<file path="src/rtl/hpdcache_sram_wbe_banked_if.sv">
// rtl/hpdcache_sram_wbe_banked_if.sv - request/response bundle for the banked byte-enable SRAM
//
// Purpose: groups the request handshake, the read response and the status
// flags of hpdcache_sram_wbe_banked into one bundle.
// Ports (signals):
//   req_valid, req_ready         request handshake, accepted when both are 1
//   req_we, req_addr             1 write / 0 read, word address
//   req_wdata, req_wbyteenable   write data and per-byte write enable
//   rsp_valid, rsp_rdata         single-cycle read response and its data
//   init_done                    storage initialised, block operational
//   parity_err                   byte parity mismatch flagged with rsp_valid
// Modports: master drives requests, slave is the storage side.
interface hpdcache_sram_wbe_banked_if #(
   parameter int unsigned ADDR_SIZE = 6,
   parameter int unsigned DATA_SIZE = 64
) ();
   logic                     req_valid;
   logic                     req_ready;
   logic                     req_we;
   logic [ADDR_SIZE-1:0]     req_addr;
   logic [DATA_SIZE-1:0]     req_wdata;
   logic [DATA_SIZE/8-1:0]   req_wbyteenable;
   logic                     rsp_valid;
   logic [DATA_SIZE-1:0]     rsp_rdata;
   logic                     init_done;
   logic                     parity_err;

   modport master (
      output req_valid, req_we, req_addr, req_wdata, req_wbyteenable,
      input  req_ready, rsp_valid, rsp_rdata, init_done, parity_err
   );

   modport slave (
      input  req_valid, req_we, req_addr, req_wdata, req_wbyteenable,
      output req_ready, rsp_valid, rsp_rdata, init_done, parity_err
   );
endinterface

</file>
<file path="src/rtl/hpdcache_sram_wbe_banked.sv">
// rtl/hpdcache_sram_wbe_banked.sv - banked 1RW byte-enable SRAM wrapper with init sweep
//
// Purpose: word storage split into NBANKS address-interleaved banks
// (bank = addr mod NBANKS, row = addr / NBANKS). Accepts one access per
// cycle through a valid/ready port, returns read data with a one-cycle
// response pulse (two cycles with OUT_REG=1), and optionally zero-fills
// all storage after reset before accepting requests.
// Ports:
//   clk    clock
//   rst_n  asynchronous active-low reset
//   bus    hpdcache_sram_wbe_banked_if.slave (request, response, status)
// Optional feature macro: HPDCACHE_SRAM_PARITY_EN
//   defined   - one even-parity bit per byte stored per bank, checked on read
//   undefined - no parity storage, parity_err stays 0
module hpdcache_sram_wbe_banked #(
   parameter int unsigned ADDR_SIZE     = 6,
   parameter int unsigned DATA_SIZE     = 64,
   parameter int unsigned DEPTH         = 2**ADDR_SIZE,
   parameter int unsigned NBANKS        = 2,
   parameter bit          OUT_REG       = 1'b0,
   parameter bit          INIT_ON_RESET = 1'b1
) (
   input  logic                       clk,
   input  logic                       rst_n,
   hpdcache_sram_wbe_banked_if.slave  bus
);

   localparam int unsigned NBYTES  = DATA_SIZE / 8;
   localparam int unsigned ROWS    = DEPTH / NBANKS;
   localparam int unsigned ROW_W   = (ROWS > 1) ? $clog2(ROWS) : 1;
   localparam int unsigned BANK_SH = $clog2(NBANKS);
   localparam int unsigned BANK_W  = (NBANKS > 1) ? BANK_SH : 1;

   if (DATA_SIZE % 8 != 0) begin : g_chk_data
      $error("DATA_SIZE must be a multiple of 8");
   end
   if (NBANKS == 0 || (NBANKS & (NBANKS - 1)) != 0) begin : g_chk_banks
      $error("NBANKS must be a power of two");
   end
   if (DEPTH % NBANKS != 0) begin : g_chk_depth
      $error("DEPTH must be a multiple of NBANKS");
   end

   typedef enum logic {ST_INIT, ST_RUN} state_t;
   localparam state_t RESET_STATE = INIT_ON_RESET ? ST_INIT : ST_RUN;

   state_t             state_q, state_d;
   logic [ROW_W-1:0]   init_row_q, init_row_d;
   logic               in_init;
   logic               run;

   // ---------------- address split ----------------
   logic [BANK_W-1:0]  bank_sel;
   logic [ROW_W-1:0]   row_addr;

   if (NBANKS > 1) begin : g_bsel
      assign bank_sel = bus.req_addr[BANK_W-1:0];
   end else begin : g_bsel_one
      assign bank_sel = '0;
   end
   assign row_addr = bus.req_addr[BANK_SH +: ROW_W];

   // ---------------- control FSM ----------------
   always_ff @(posedge clk or negedge rst_n) begin
      if (!rst_n) begin
         state_q    <= RESET_STATE;
         init_row_q <= '0;
      end else begin
         state_q    <= state_d;
         init_row_q <= init_row_d;
      end
   end

   always_comb begin
      state_d    = state_q;
      init_row_d = init_row_q;
      in_init    = 1'b0;
      run        = 1'b0;
      unique case (state_q)
         ST_INIT: begin
            in_init = 1'b1;
            if (init_row_q == ROW_W'(ROWS - 1)) begin
               state_d = ST_RUN;
            end else begin
               init_row_d = init_row_q + ROW_W'(1);
            end
         end
         ST_RUN: begin
            run = 1'b1;
         end
         default: state_d = RESET_STATE;
      endcase
   end

   // ---------------- request decode ----------------
   logic                acc;
   logic                rd_acc;
   logic [NBANKS-1:0]   bank_cs;
   logic [ROW_W-1:0]    wr_row;
   logic [DATA_SIZE-1:0] wr_data;
   logic [NBYTES-1:0]   wr_be [NBANKS];

   assign acc    = bus.req_valid & run;
   assign rd_acc = acc & ~bus.req_we;

   // The init sweep writes zeros through the normal write path, all banks
   // and all bytes at once, so storage needs only one write port per bank.
   always_comb begin
      wr_row  = in_init ? init_row_q : row_addr;
      wr_data = in_init ? '0 : bus.req_wdata;
      for (int b = 0; b < int'(NBANKS); b++) begin
         bank_cs[b] = acc && (bank_sel == BANK_W'(b));
         if (in_init) begin
            wr_be[b] = '1;
         end else if (bank_cs[b] && bus.req_we) begin
            wr_be[b] = bus.req_wbyteenable;
         end else begin
            wr_be[b] = '0;
         end
      end
   end

   // ---------------- storage ----------------
   logic [DATA_SIZE-1:0] mem [NBANKS][ROWS];
`ifdef HPDCACHE_SRAM_PARITY_EN
   logic [NBYTES-1:0]    par_mem [NBANKS][ROWS];
`endif

   always_ff @(posedge clk) begin
      for (int b = 0; b < int'(NBANKS); b++) begin
         for (int i = 0; i < int'(NBYTES); i++) begin
            if (wr_be[b][i]) begin
               mem[b][wr_row][8*i +: 8] <= wr_data[8*i +: 8];
`ifdef HPDCACHE_SRAM_PARITY_EN
               par_mem[b][wr_row][i]    <= ^wr_data[8*i +: 8];
`endif
            end
         end
      end
   end

   // ---------------- read path ----------------
   logic [DATA_SIZE-1:0] rd_word;
   logic                 rd_perr;

   assign rd_word = mem[bank_sel][row_addr];

`ifdef HPDCACHE_SRAM_PARITY_EN
   logic [NBYTES-1:0] rd_par_calc;
   always_comb begin
      for (int i = 0; i < int'(NBYTES); i++) begin
         rd_par_calc[i] = ^rd_word[8*i +: 8];
      end
   end
   assign rd_perr = |(rd_par_calc ^ par_mem[bank_sel][row_addr]);
`else
   assign rd_perr = 1'b0;
`endif

   // Data registers only load on a response so rsp_rdata holds between pulses.
   logic                 s1_valid;
   logic [DATA_SIZE-1:0] s1_data;
   logic                 s1_perr;

   always_ff @(posedge clk or negedge rst_n) begin
      if (!rst_n) begin
         s1_valid <= 1'b0;
         s1_data  <= '0;
         s1_perr  <= 1'b0;
      end else begin
         s1_valid <= rd_acc;
         if (rd_acc) begin
            s1_data <= rd_word;
            s1_perr <= rd_perr;
         end
      end
   end

   logic                 out_valid;
   logic [DATA_SIZE-1:0] out_data;
   logic                 out_perr;

   if (OUT_REG) begin : g_oreg
      logic                 s2_valid;
      logic [DATA_SIZE-1:0] s2_data;
      logic                 s2_perr;

      always_ff @(posedge clk or negedge rst_n) begin
         if (!rst_n) begin
            s2_valid <= 1'b0;
            s2_data  <= '0;
            s2_perr  <= 1'b0;
         end else begin
            s2_valid <= s1_valid;
            if (s1_valid) begin
               s2_data <= s1_data;
               s2_perr <= s1_perr;
            end
         end
      end

      assign out_valid = s2_valid;
      assign out_data  = s2_data;
      assign out_perr  = s2_perr;
   end else begin : g_no_oreg
      assign out_valid = s1_valid;
      assign out_data  = s1_data;
      assign out_perr  = s1_perr;
   end

   assign bus.req_ready  = run;
   assign bus.init_done  = run;
   assign bus.rsp_valid  = out_valid;
   assign bus.rsp_rdata  = out_data;
   assign bus.parity_err = out_valid & out_perr;

endmodule

</file>
<file path="src/flat_wrapper.sv">
// flat-port wrapper written by rule: the top's interface ports become plain ports
module hpdcache_sram_wbe_banked_flat 
#(
   parameter int unsigned ADDR_SIZE     = 6,
   parameter int unsigned DATA_SIZE     = 64,
   parameter int unsigned DEPTH         = 2**ADDR_SIZE,
   parameter int unsigned NBANKS        = 2,
   parameter bit          OUT_REG       = 1'b0,
   parameter bit          INIT_ON_RESET = 1'b1
)
  (clk, rst_n, bus_req_valid, bus_req_we, bus_req_addr, bus_req_wdata, bus_req_wbyteenable, bus_req_ready, bus_rsp_valid, bus_rsp_rdata, bus_init_done, bus_parity_err);
  hpdcache_sram_wbe_banked_if #(.ADDR_SIZE(ADDR_SIZE), .DATA_SIZE(DATA_SIZE)) bus_i ();
  input  logic clk;
  input  logic rst_n;
  input wire logic [$bits(bus_i.req_valid)-1:0] bus_req_valid;
  input wire logic [$bits(bus_i.req_we)-1:0] bus_req_we;
  input wire logic [$bits(bus_i.req_addr)-1:0] bus_req_addr;
  input wire logic [$bits(bus_i.req_wdata)-1:0] bus_req_wdata;
  input wire logic [$bits(bus_i.req_wbyteenable)-1:0] bus_req_wbyteenable;
  output wire logic [$bits(bus_i.req_ready)-1:0] bus_req_ready;
  output wire logic [$bits(bus_i.rsp_valid)-1:0] bus_rsp_valid;
  output wire logic [$bits(bus_i.rsp_rdata)-1:0] bus_rsp_rdata;
  output wire logic [$bits(bus_i.init_done)-1:0] bus_init_done;
  output wire logic [$bits(bus_i.parity_err)-1:0] bus_parity_err;
  assign bus_i.req_valid = bus_req_valid;
  assign bus_i.req_we = bus_req_we;
  assign bus_i.req_addr = bus_req_addr;
  assign bus_i.req_wdata = bus_req_wdata;
  assign bus_i.req_wbyteenable = bus_req_wbyteenable;
  assign bus_req_ready = bus_i.req_ready;
  assign bus_rsp_valid = bus_i.rsp_valid;
  assign bus_rsp_rdata = bus_i.rsp_rdata;
  assign bus_init_done = bus_i.init_done;
  assign bus_parity_err = bus_i.parity_err;
  hpdcache_sram_wbe_banked #(.ADDR_SIZE(ADDR_SIZE), .DATA_SIZE(DATA_SIZE), .DEPTH(DEPTH), .NBANKS(NBANKS), .OUT_REG(OUT_REG), .INIT_ON_RESET(INIT_ON_RESET)) u_core (.clk(clk), .rst_n(rst_n), .bus(bus_i));
endmodule
</file>
<file path="config.mk">
export PLATFORM = sky130hd
export DESIGN_NAME = hpdcache_sram_wbe_banked_flat
export DESIGN_NICKNAME = d
export VERILOG_FILES = /design/src/rtl/hpdcache_sram_wbe_banked_if.sv /design/src/rtl/hpdcache_sram_wbe_banked.sv /design/src/flat_wrapper.sv
export SDC_FILE = /design/constraint.sdc
export NUM_CORES = 2
export LEC_CHECK = 0
export CAP_MARGIN = 20
export CELL_PAD_IN_SITES_DETAIL_PLACEMENT = 1
export CELL_PAD_IN_SITES_GLOBAL_PLACEMENT = 1
export CORE_MARGIN = 2
export CORE_UTILIZATION = 60
export CTS_CLUSTER_SIZE = 25
export DETAILED_ROUTE_END_ITERATION = 8
export MAX_ROUTING_LAYER = met4
export PLACE_DENSITY_LB_ADDON = 0.25
export SLEW_MARGIN = 0
export SYNTH_ARGS = -nofsm -noshare
export SYNTH_HDL_FRONTEND = slang
export SYNTH_SLANG_ARGS = --single-unit
</file>
<file path="constraint.sdc">
create_clock -name clk -period 4.1 [get_ports clk]
set_input_delay 0.615 -clock clk [delete_from_list [all_inputs] [get_ports clk]]
set_output_delay 0.615 -clock clk [all_outputs]
set_load 0.02 [all_outputs]
</file>
==> results.yml <==
outcome:
  status: "completed"
logic_synthesis:
  synth.area.top_cells: "edfxtp_1 (76%), mux2i_1 (7.9%), mux4_2 (7.1%)"
  synth_commonest_cells: "edfxtp_1 (4096), mux2i_1 (1283), a22oi_1 (576), nor2_1 (524), mux4_2 (512)"
  synth_cell_types: 30
  yosys_warnings: 0
  netlist_instances: 8330
  avgSynthCellArea_sq_um: 19.46
  synth_edf_count: 4096
  ys_seq_area_share_pct: 76.96
  syn_nets: 8414
  synth-main-ff-cell: "edfxtp_1"
  synth_area_sq_mm: 0.1621
  ys_ff_latch: 4167
  synth_top_area_share_pct: 75.86
  yosysMostFrequentCell: "edfxtp_1"
  synth.largest_area_cell: "edfxtp_1"
  postSynth.asyncResetShare_pct: 1.704
floorplanning:
  core_area_sq_mm: 0.2684
  row_count: 190
  dieArea_sq_mm: 0.2744
  die_x_um: 523.8
  start_util_pct: 60.41
  dieHeight_um: 523.8
  io_pins: 150
drt:
  dr.max_layer_used: "met4"
  first_pass_iters: 6
  drt-initial-drc-count: 14600
  ant_nets: 0
  wl_met3_um: 51910
  wl_met1_um: 179300
  vias: 92740
  vias_per_cell: 7.167
  wl_met2_um: 256700
  drt-total-wl_um: 523900
  drc: 0
  wl_per_cell_um: 40.48
grt:
  antenna_found_initial: 19
  grt_pass1_wl_um: 708300
  overflow: 0
  track_usage_pct: 37.48
  grt_start_max_net_pins: 105
  grt_pass1_vias: 94160
flow_run:
  cap_violations: 0
timing:
  period_share_pct: 89.52
  holdWs_ns: 0.4359
  slew_violations: 0
  fmax_mhz: 272.4
  fin_setup_tns_ns: 0
  rsz0062_at_grt: "no"
  finalClockSkew_ns: 0.07075
  tightest_slew_ns: 1.096
  finalSetupViolCount: 0
  relSlewSlack_pct: 26.95
  fin_crit_ns: 3.670
  finalHoldViolCount: 0
clock_tree:
  post_cts_buffers: 0
  cts_tree: "built"
  cts_buffers: 406
  htreeDepth: 5
  clockBufferDepth: 4
  cts.clk_slew.worst_paths_ns: 0.07
  cts_hold_repair.buffers: 1
  clk_latency_ns: 0.97
  ctsRootBufferMaster: "clkbuf_16"
  cts_resized: 0
  cts.sinks: 4167
cells_and_area:
  utilization_pct: 69.15
  nets: 9107
  instances_no_fill: 12940
  layout-drive-gt1-share_pct: 20.53
  syn_to_final_growth_pct: 14.47
placement:
  dp_hpwl_um: 284700
  dpl.cell_count: 12160
  gp_congestion: 0.8614
  io_buffers: 148
worst_setup_path:
  path_class: "reg2reg"
  cp_data_required_time_ns: 4.74
  start_kind: "flop"
  cp.arrival_ns: 4.31
  critPathMaxFanout: 29
  endpoint_kind: "flop"
min_path:
  hp-class: "in2async"
pwr:
  powerDensity_mw_per_mm2: 492.2
  irDropWorstVdd_uv: 396.7
  leakagePower_nw: 62.66
power breakdown:
part	leakage, nW	total (mW)	switching (mW)	internal, mW
logic	18.5	5.15	3.42	1.73
registers	37.7	47.1	0.185	46.9
clock network	6.52	39.2	17.4	21.8
worst paths after layout:
check,startpoint,to,slack (ns),depth (start not counted)
worst max register to register,u_core.state_q$_DFF_PN0_,u_core.mem[0][696]$_DFFE_PP_,0.43,7
min in group clk,bus_req_wdata[39],u_core.mem[1][1447]$_DFFE_PP_,0.44,2
max in group asynchronous,rst_n,u_core.bus.rsp_rdata[32]$_DFFE_PN0P_,2.56,3
worst min register to register,u_core.init_row_q[3]$_DFFE_PN0P_,u_core.init_row_q[3]$_DFFE_PN0P_,0.54,1
worst min-delay path,rst_n,u_core.init_row_q[0]$_DFFE_PN0P_,0.44,2
worst max-delay path,u_core.state_q$_DFF_PN0_,u_core.mem[0][696]$_DFFE_PP_,0.43,7
critical path: stages, from the launching register on:
cell     delay, ns
dfrtp_4       0.68
mux2i_1       0.65
nand2_1       0.20
nor2_1        0.45
nand2_2       0.48
buf_4         0.39
nor2_1        0.30
buf_4         0.23
logic make-up after synthesis:
| logic type | count (synthesis) | share of synthesized area [%] |
|---|---|---|
| adder cells (fa/ha/maj) | 2 | 0.01543 |
| multiplexers | 1798 | 15.05 |
| XOR/XNOR | 3 | 0.01621 |
| buffers and inverters | 544 | 1.565 |
| flip-flops | 4167 | 76.96 |
| other | 1 | 0.002313 |
| AO/OA/AOI/OAI | 724 | 3.354 |
| AND/OR/NAND/NOR | 1091 | 3.039 |
layout make-up:
cell class | instances | area [sq um]
Multi-Input combinational cell | 3619 | 35250
Timing Repair Buffer | 824 | 7697
Clock buffer | 514 | 11040
Tap cell | 3552 | 4444
Fill cell | 21020 | 82790
Clock inverter | 232 | 2311
Inverter | 5 | 18.77
Sequential cell | 4167 | 124800
Antenna cell | 27 | 67.56
sequential cells by signal (all words and copies together) (netlist names):
signal	count
u_core.mem	4096
u_core.bus.rsp_rdata	64
u_core.init_row_q	5
u_core.bus.rsp_valid	1
u_core.state_q	1
stage by stage:
stage	worst slack [ns]	cell area (sq um)	power [mW]
after floorplan	1.319	162100	50.61
after global placement	0.4485	172100	52.59
after detailed placement	0.2157	172100	52.82
after CTS	0.5411	185500	90.59
after global routing	0.3797	185600	92.68
final	0.4295	185600	91.36
metal layers:
layer	vias up	GRT usage (%)
met5	-	-
met4	0	19.62
met3	1651	5.499
met2	7771	59.76
met1	48030	47.21
li1	35290	-
cell usage in the layout (no fill, tap or decap), drive strengths merged:
cell type         n
edfxtp         4096
mux2i          1283
buf             679
a22oi           576
nor2            524
clkbuf          514
mux4            512
nand3           258
clkinv          155
clkdlybuf4s50   144
nand2           105
dfrtp            71
and3             67
and2             66
nand4            65
a21oi            64
a221o            64
bufinv           43
diode            27
clkinvlp         22
inv              17
a21boi           16
mux2              3
nor2b             3
xnor2             3
o32ai             2
nor3              2
ha                2
a32o              1
o21ai             1
nand3b            1
conb              1
dlygate4sd3       1
Power figures use the tool's default switching activity.
